### config.mk
export PLATFORM = sky130hd
export DESIGN_NAME = hazard_sched
export DESIGN_NICKNAME = d
export VERILOG_FILES = /design/src/rtl/hazard_sched.sv
export SDC_FILE = /design/constraint.sdc
export NUM_CORES = 1
export LEC_CHECK = 0
export ABC_AREA = 1
export ABC_CLOCK_PERIOD_IN_PS = 1900
export BUFFER_PORTS_ARGS = -buffer_cell sky130_fd_sc_hd__buf_2
export CORE_ASPECT_RATIO = 1.4
export CORE_UTILIZATION = 35
export DETAILED_ROUTE_END_ITERATION = 12
export PLACE_DENSITY = 0.62
export SLEW_MARGIN = 20
export SYNTH_ARGS = -nofsm -noshare
export SYNTH_HDL_FRONTEND = slang
export SYNTH_SLANG_ARGS = --single-unit
### constraint.sdc
create_clock -name clk -period 1.9 [get_ports clk]
set_clock_uncertainty 0.2 [all_clocks]
set_input_delay 0.095 -clock clk [delete_from_list [all_inputs] [get_ports clk]]
set_output_delay 0.095 -clock clk [all_outputs]
set_load 0.01 [all_outputs]
### src/rtl/hazard_sched.sv
// Hazard controller for the 5-stage core: forwarding selects, load-use/branch
// stalls, decode/execute flushes, and a data-memory wait FSM with timeout.
module hazard_sched #(
  parameter int MEM_TIMEOUT = 15,
  parameter int CNT_W       = 16
) (
  input  logic             clk,
  input  logic             reset,
  input  logic [4:0]       rsD,
  input  logic [4:0]       rtD,
  input  logic [4:0]       rsE,
  input  logic [4:0]       rtE,
  input  logic [4:0]       writeregE,
  input  logic [4:0]       writeregM,
  input  logic [4:0]       writeregW,
  input  logic             regwriteE,
  input  logic             regwriteM,
  input  logic             regwriteW,
  input  logic             memtoregE,
  input  logic             memtoregM,
  input  logic             branchD,
  input  logic             PCSrcD,
  input  logic             memreqM,
  input  logic             memreadyM,
  output logic             stallF,
  output logic             stallD,
  output logic             stallE,
  output logic             stallM,
  output logic             flushD,
  output logic             flushE,
  output logic             forwardAD,
  output logic             forwardBD,
  output logic [1:0]       forwardAE,
  output logic [1:0]       forwardBE,
  output logic             memerr,
  output logic [CNT_W-1:0] stallcnt,
  output logic [1:0]       dbg_state
);

  typedef enum logic [1:0] {RUN = 2'd0, MWAIT = 2'd1, MERR = 2'd2} state_t;

  state_t     state, state_nx;
  logic [7:0] waitcnt, waitcnt_nx;
  logic       miss, memstall, lwstall, branchstall, hazstall;

  // Register match that ignores r0, which never carries a dependency.
  function automatic logic hit(input logic [4:0] a, input logic [4:0] b);
    return (a != 5'd0) && (a == b);
  endfunction

  // Memory handshake: memreqM marks an access in M; the access completes in
  // any cycle where memreadyM is high. Request without ready is a miss.
  assign miss = memreqM & ~memreadyM;

  always_ff @(posedge clk or negedge reset) begin
    if (!reset) begin
      state    <= RUN;
      waitcnt  <= 8'd0;
      memerr   <= 1'b0;
      stallcnt <= '0;
    end else begin
      state   <= state_nx;
      waitcnt <= waitcnt_nx;
      if (state_nx == MERR) memerr <= 1'b1;
      if (stallF && (stallcnt != {CNT_W{1'b1}})) stallcnt <= stallcnt + 1'b1;
    end
  end

  always_comb begin
    state_nx   = state;
    waitcnt_nx = waitcnt;
    memstall   = 1'b0;
    case (state)
      RUN: begin
        memstall = miss;
        if (miss) begin
          state_nx   = MWAIT;
          waitcnt_nx = 8'd1;
        end
      end
      MWAIT: begin
        memstall = miss;
        if (!miss) begin
          state_nx   = RUN;
          waitcnt_nx = 8'd0;
        end else if (waitcnt == 8'(MEM_TIMEOUT)) begin
          state_nx = MERR;
        end else begin
          waitcnt_nx = waitcnt + 8'd1;
        end
      end
      MERR: begin
        state_nx   = RUN;
        waitcnt_nx = 8'd0;
      end
      default: begin
        state_nx   = RUN;
        waitcnt_nx = 8'd0;
      end
    endcase
  end

  assign lwstall     = memtoregE & regwriteE & (hit(writeregE, rsD) | hit(writeregE, rtD));
  assign branchstall = branchD &
                       ((regwriteE & (hit(writeregE, rsD) | hit(writeregE, rtD))) |
                        (memtoregM & (hit(writeregM, rsD) | hit(writeregM, rtD))));
  assign hazstall    = lwstall | branchstall;

  // All controls are held inactive while reset is asserted.
  always_comb begin
    stallF    = 1'b0;
    stallD    = 1'b0;
    stallE    = 1'b0;
    stallM    = 1'b0;
    flushD    = 1'b0;
    flushE    = 1'b0;
    forwardAD = 1'b0;
    forwardBD = 1'b0;
    forwardAE = 2'b00;
    forwardBE = 2'b00;
    if (reset) begin
      stallE    = memstall;
      stallM    = memstall;
      stallF    = memstall | hazstall;
      stallD    = memstall | hazstall;
      flushE    = hazstall & ~memstall;
      flushD    = PCSrcD & ~hazstall & ~memstall;
      forwardAD = regwriteM & hit(writeregM, rsD);
      forwardBD = regwriteM & hit(writeregM, rtD);
      if (regwriteM && hit(writeregM, rsE))      forwardAE = 2'b10;
      else if (regwriteW && hit(writeregW, rsE)) forwardAE = 2'b01;
      if (regwriteM && hit(writeregM, rtE))      forwardBE = 2'b10;
      else if (regwriteW && hit(writeregW, rtE)) forwardBE = 2'b01;
    end
  end

  assign dbg_state = state;

endmodule
==> results.cfg, run 1 <==
[timing]
hold_ws_ns = 0.0305
grt_setup_unrepaired = yes
worst_pin_slew_ns = 0.428
setup_ws_ns = 0.105
slew_headroom = 0.712
setup_viol = 0
fmax_mhz = 557
fin_crit_sh = 0.945
fin_crit_ns = 1.80
final_max_slew_viol_count = 0
final-hold-violation-count = 0

[placed_design]
place_congestion = 0.873
post-place-ws_ns = 0.0769
dpl_cell_area_um2 = 2970
numPortBuffers = 76
dp.cells = 538
hpwl_um = 5350

[floorplanning]
pin_count = 77
die_w_um = 71.9
core_um2 = 6610
start_util = 0.362
die-area_um2 = 7180
placementRows = 35
die-height_um = 99.9

[critical_path]
crit_end = stallcnt[15]
path_cells = ha_2, nand3_4, nor2_4, nand4_1, or2_4, buf_4, nand4_1, nand2_1
r2r_end = stallcnt[15]
cp_top_family = simple AND/OR/NAND/NOR gates
crit_type = reg2reg
critPathLaunchType = flip-flop
worstPathRequired_ns = 1.87
r2r_start = stallcnt[1]
critPathBufInv = 1
slowest_stage = dfrtp_1
startpoint = stallcnt[1]
cpMostUsedCell = nand4_1
critical_path.max_fanout = 7
r2r_cells = 8
critPathMaxStageDelay_ns = 0.37
worst-path-stages = 8
r2r_slack_ns = 0.10
arrival_ns = 1.76
end_kind = flip-flop

[power]
p_leak_uw = 0.00172
vdd_ir_drop_max_mv = 0.250
power_density_nw_per_um2 = 495

[yosys]
ys_seq_area_frac = 0.282
syn_avg_cell_area_um2 = 6.63
ys_ff_latch = 27
yosysWarnings = 0
synthTopCellsByArea = dfrtp_1 (28%), nand2_1 (16%), inv_1 (8.6%)
synth_area_um2 = 2390
synthCells = 361
synth_cell_types = 36
synth_top_area_cell = dfrtp_1
synth_nets = 409
synth_top_area_share = 0.282

[finish]
fin_cells = 549
final_area_um2 = 3100
fin_nets = 506
drive_gt1_frac = 0.256
insertedDiodeCount = 0
fin_util = 0.469
layout_commonest_cell = nand2_1
nFillCells = 699
final_cell_mix = nand2_1 (104), buf_2 (76), inv_1 (55), nor2_1 (32), dfrtp_1 (27)
syn2layout_area_growth_pct = 29.4

[routing]
vias = 2643
wl_um = 6650
avgRoutedWirePerCell_um = 12.1
drt_iter0_drc = 113
vias_per_cell = 4.81
dr.pass1.iters = 4
drc = 0
ant_nets = 0

[clocking]
cts_root_buf = clkbuf_8
cts_tree = done
clk_latency_ns = 0.27
cts.clk_slew.worst_paths_ns = 0.09
htreeDepth = 1
clock-sinks = 27
clock_path_buffers = 2
numCtsBuffers = 3

[global_route]
grt_overflow = 0
grt_pass1_wl_um = 11100
grt_max_degree = 16
grt_pass1_vias = 2530
grt_antenna_before_repair = 0
gr-usage-all-layers = 0.191

[hold_path]
hold_class = in2reg

[status]
outcome = finished clean

[job]
cap_violations = 0
## tightest hold or removal path, stage by stage
cell and delay (ns):
buf_2 0.10, nor2_4 0.06, a32o_1 0.21
## cell usage after synthesis
| cell type | count |
|---|---|
| o21ai_2 | 1 |
| o21a_1 | 3 |
| nand3_2 | 1 |
| nand3_4 | 2 |
| a211oi_1 | 1 |
| or2_2 | 2 |
| nor3_4 | 1 |
| a21oi_1 | 7 |
| buf_4 | 3 |
| nor2_1 | 32 |
| nor4_1 | 3 |
| clkbuf_2 | 2 |
| o211ai_1 | 1 |
| o21ai_0 | 7 |
| ha_1 | 2 |
| or2_1 | 1 |
| clkbuf_1 | 2 |
| buf_8 | 1 |
| xnor2_1 | 13 |
| nor2_2 | 1 |
| o211a_1 | 1 |
| a221oi_1 | 1 |
| nor3b_1 | 1 |
| nor2_4 | 1 |
| nand4_1 | 23 |
| buf_2 | 3 |
| o22ai_1 | 2 |
| a32o_1 | 2 |
| buf_6 | 1 |
| nor3_1 | 11 |
| inv_1 | 55 |
| dfrtp_1 | 27 |
| nand3_1 | 22 |
| nand2_1 | 104 |
| xor2_1 | 20 |
| and3_1 | 1 |
## layout make-up
type                       instances  area, µm²  area share
multi-input combinational        267       1460       0.472
timing repair buffer             104        596       0.192
tap                               92        115      0.0371
inverter                          55        206      0.0666
sequential                        27        676       0.218
clock buffer                       4       45.0      0.0145
## power by group
group,switching [µW],internal [µW],leakage (µW)
clock,181,150,0.0000228
sequential,53.5,615,0.000369
combinational,282,251,0.00133
## worst min-delay path by stage
stage | start | endpoint | depth (start not counted)
6_report | memreadyM | waitcnt[2] | 3
3_3_place_gp | reset | waitcnt[3] | 1
3_5_place_dp | reset | waitcnt[3] | 1
5_1_grt | memreadyM | waitcnt[2] | 3
2_1_floorplan | reset | dbg_state[0] | 0
4_1_cts | memreadyM | waitcnt[2] | 3
## cells by family after synthesis
kind of cell	count (synthesis)	share of synthesized area
buf+inv	67	0.120
simple gates	206	0.397
flops	27	0.282
fa+ha+maj	2	0.0104
xor+xnor	33	0.121
compound gates	26	0.0700
## registers in the layout, summed over array words and instances, names as in the netlist
name,flops
dbg_state,2
memerr,1
stallcnt,16
waitcnt,8
## layer usage
metal	routed length (µm)	vias to the layer above	track usage
li1	-	1353	-
met1	2760	1207	0.218
met2	3490	73	0.366
met3	244	10	0.00803
met4	150	0	0.0754
met5	0	-	0
## repair_timing
item                                   CTS  global route
buffers inserted                         0             5
resized for setup                        0             5
hold buffers                             2             0
setup endpoints to repair                0            19
endpoints found under the hold margin   29             0
## through the flow
step / total power (µW) / setup TNS [ns]
floorplan: 940 / -0.289
global placement: 1160 / 0
detailed placement: 1160 / 0
CTS: 1500 / 0
global route: 1630 / -0.00985
finish: 1530 / 0
Note: power is estimated with default switching activity, not from simulation.
==> run 2, diff against run 1 <==
--- a/config.mk
+++ b/config.mk
@@ -9,9 +9,9 @@
 export ABC_CLOCK_PERIOD_IN_PS = 1900
 export BUFFER_PORTS_ARGS = -buffer_cell sky130_fd_sc_hd__buf_2
 export CORE_ASPECT_RATIO = 1.4
-export CORE_UTILIZATION = 35
+export CORE_UTILIZATION = 45
 export DETAILED_ROUTE_END_ITERATION = 12
-export PLACE_DENSITY = 0.62
+export PLACE_DENSITY = 0.76
 export SLEW_MARGIN = 20
 export SYNTH_ARGS = -nofsm -noshare
 export SYNTH_HDL_FRONTEND = slang
==> results.cfg, run 2 (synthesis results as in run 1) <==
[finish]
top_register = stallcnt
layout_commonest_cell = nand2_1
fin_cells = 524
insertedDiodeCount = 0
fin_util = 0.599
largest_reg_flops = 16
syn2layout_area_growth_pct = 29.0
final_cell_mix = nand2_1 (104), buf_2 (76), inv_1 (55), nor2_1 (32), dfrtp_1 (27)
fin_nets = 507
drive_gt1_frac = 0.247
nFillCells = 492

[routing]
vias = 2708
top_layer = met4
vias_per_cell = 5.17
wl_um = 6690
met2_length_um = 3540
avgRoutedWirePerCell_um = 12.8
drc = 0
dr.pass1.iters = 5
m1WireLength_um = 2650
drt_iter0_drc = 220
ant_nets = 0
wl_met3_um = 349

[critical_path]
end_kind = flip-flop
worstPathRequired_ns = 1.88
r2r_end = stallcnt[12]
r2r_cells = 8
r2r_start = stallcnt[1]
startpoint = stallcnt[1]
crit_end = stallcnt[12]
crit_type = reg2reg
r2r_slack_ns = 0.008
arrival_ns = 1.87
critPathLaunchType = flip-flop
critical_path.max_fanout = 8

[timing]
worst_pin_slew_ns = 0.402
tns_ns = 0
slew_headroom = 0.730
grt_setup_unrepaired = yes
setup_viol = 0
final_max_slew_viol_count = 0
final-hold-violation-count = 0
fin_crit_ns = 1.89
setup_ws_ns = 0.00848
fmax_mhz = 529
fin_crit_sh = 0.996

[clocking]
cts_root_buf = clkbuf_8
htreeDepth = 1
clk_latency_ns = 0.28
numCtsBuffers = 3
clock_path_buffers = 2
cts_tree = done
cts.clk_slew.worst_paths_ns = 0.10
clock-sinks = 27

[floorplanning]
placementRows = 31
start_util = 0.464
core_um2 = 5160
die_w_um = 63.7
die-area_um2 = 5620
die-height_um = 88.3
pin_count = 77

[global_route]
grt_max_degree = 18
grt_pass1_vias = 2476
grt_pass1_wl_um = 10500
grt_overflow = 0
gr-usage-all-layers = 0.234
grt_antenna_before_repair = 0

[power]
comb_power_share = 0.345
p_leak_uw = 0.00173
power_density_nw_per_um2 = 492
power_frac_clock = 0.219
vdd_ir_drop_max_mv = 0.230
p_total_uw = 1520
p_sw_frac = 0.342
intPower_uw = 1000
power.switching_uw = 521
seqPwrFrac = 0.437

[status]
outcome = finished clean

[placed_design]
hpwl_um = 5030
dp.cells = 509
post-place-ws_ns = 0.0575
numPortBuffers = 76
place_congestion = 0.831

[hold_path]
hold_class = in2reg

[job]
cap_violations = 0
==> run 2: changes by cell type in the layout (fill, tap and decap cells not counted) <==
cell / change
nor3_2: -1
buf_6: +2
buf_4: -6
dlygate4sd3_1: +4
nand3_2: +1
nor3_1: +1
==> run 2: metrics by stage <==
| stage | hold WS (ns) | cell area [µm²] |
|---|---|---|
| 2_1_floorplan | -0.401 | 2400 |
| 3_3_place_gp | -0.199 | 2910 |
| 3_5_place_dp | -0.200 | 2910 |
| 4_1_cts | 0.0233 | 3000 |
| 5_1_grt | 0.0319 | 3090 |
| 6_report | 0.0298 | 3090 |
==> run 2: metal layers <==
metal | vias up | track usage
met5 | - | 0
met4 | 0 | 0.122
met3 | 15 | 0.0180
met2 | 109 | 0.439
met1 | 1232 | 0.262
li1 | 1352 | -
==> run 2: worst min-delay path by stage <==
stage / depth (start not counted) / slack, ns / end / startpoint
after floorplan: 0 / -0.40 / dbg_state[0] / reset
after global placement: 1 / -0.20 / dbg_state[0] / reset
after detailed placement: 1 / -0.20 / dbg_state[0] / reset
after CTS: 3 / 0.02 / waitcnt[2] / memreadyM
after global routing: 3 / 0.03 / waitcnt[2] / memreadyM
final: 3 / 0.03 / waitcnt[2] / memreadyM
==> run 2: worst max-delay path, cell delays in order (launching register included) <==
cell,delay (ns)
dfrtp_1,0.37
ha_2,0.23
nand3_4,0.11
nor2_4,0.14
nand4_1,0.14
or2_4,0.30
buf_6,0.14
nand4_1,0.09
nand2_1,0.06
==> run 2: layout make-up <==
type / count / area (µm²) / share of cell area
well taps: 66 / 82.6 / 0.0267
multi-input cells: 268 / 1470 / 0.475
clock buffers: 4 / 45.0 / 0.0146
repair buffers: 104 / 613 / 0.198
inverters: 55 / 206 / 0.0668
flip-flops and latches: 27 / 676 / 0.219
==> run 2: what timing repair did <==
action,CTS,global route
hold buffers,4,3
gates resized for setup,1,5
cloned,0,1
setup endpoints to repair,1,17
endpoints found under the hold margin,20,13
pin swaps,0,6
setup buffers,0,4
==> run 2: power by group through the flow <==
stage / logic (µW) / registers (µW) / clock network (µW)
2_1_floorplan: 249 / 691 / 0
6_report: 525 / 664 / 333
5_1_grt: 592 / 668 / 357
3_5_place_dp: 494 / 669 / 0
3_3_place_gp: 487 / 666 / 0
4_1_cts: 504 / 658 / 341
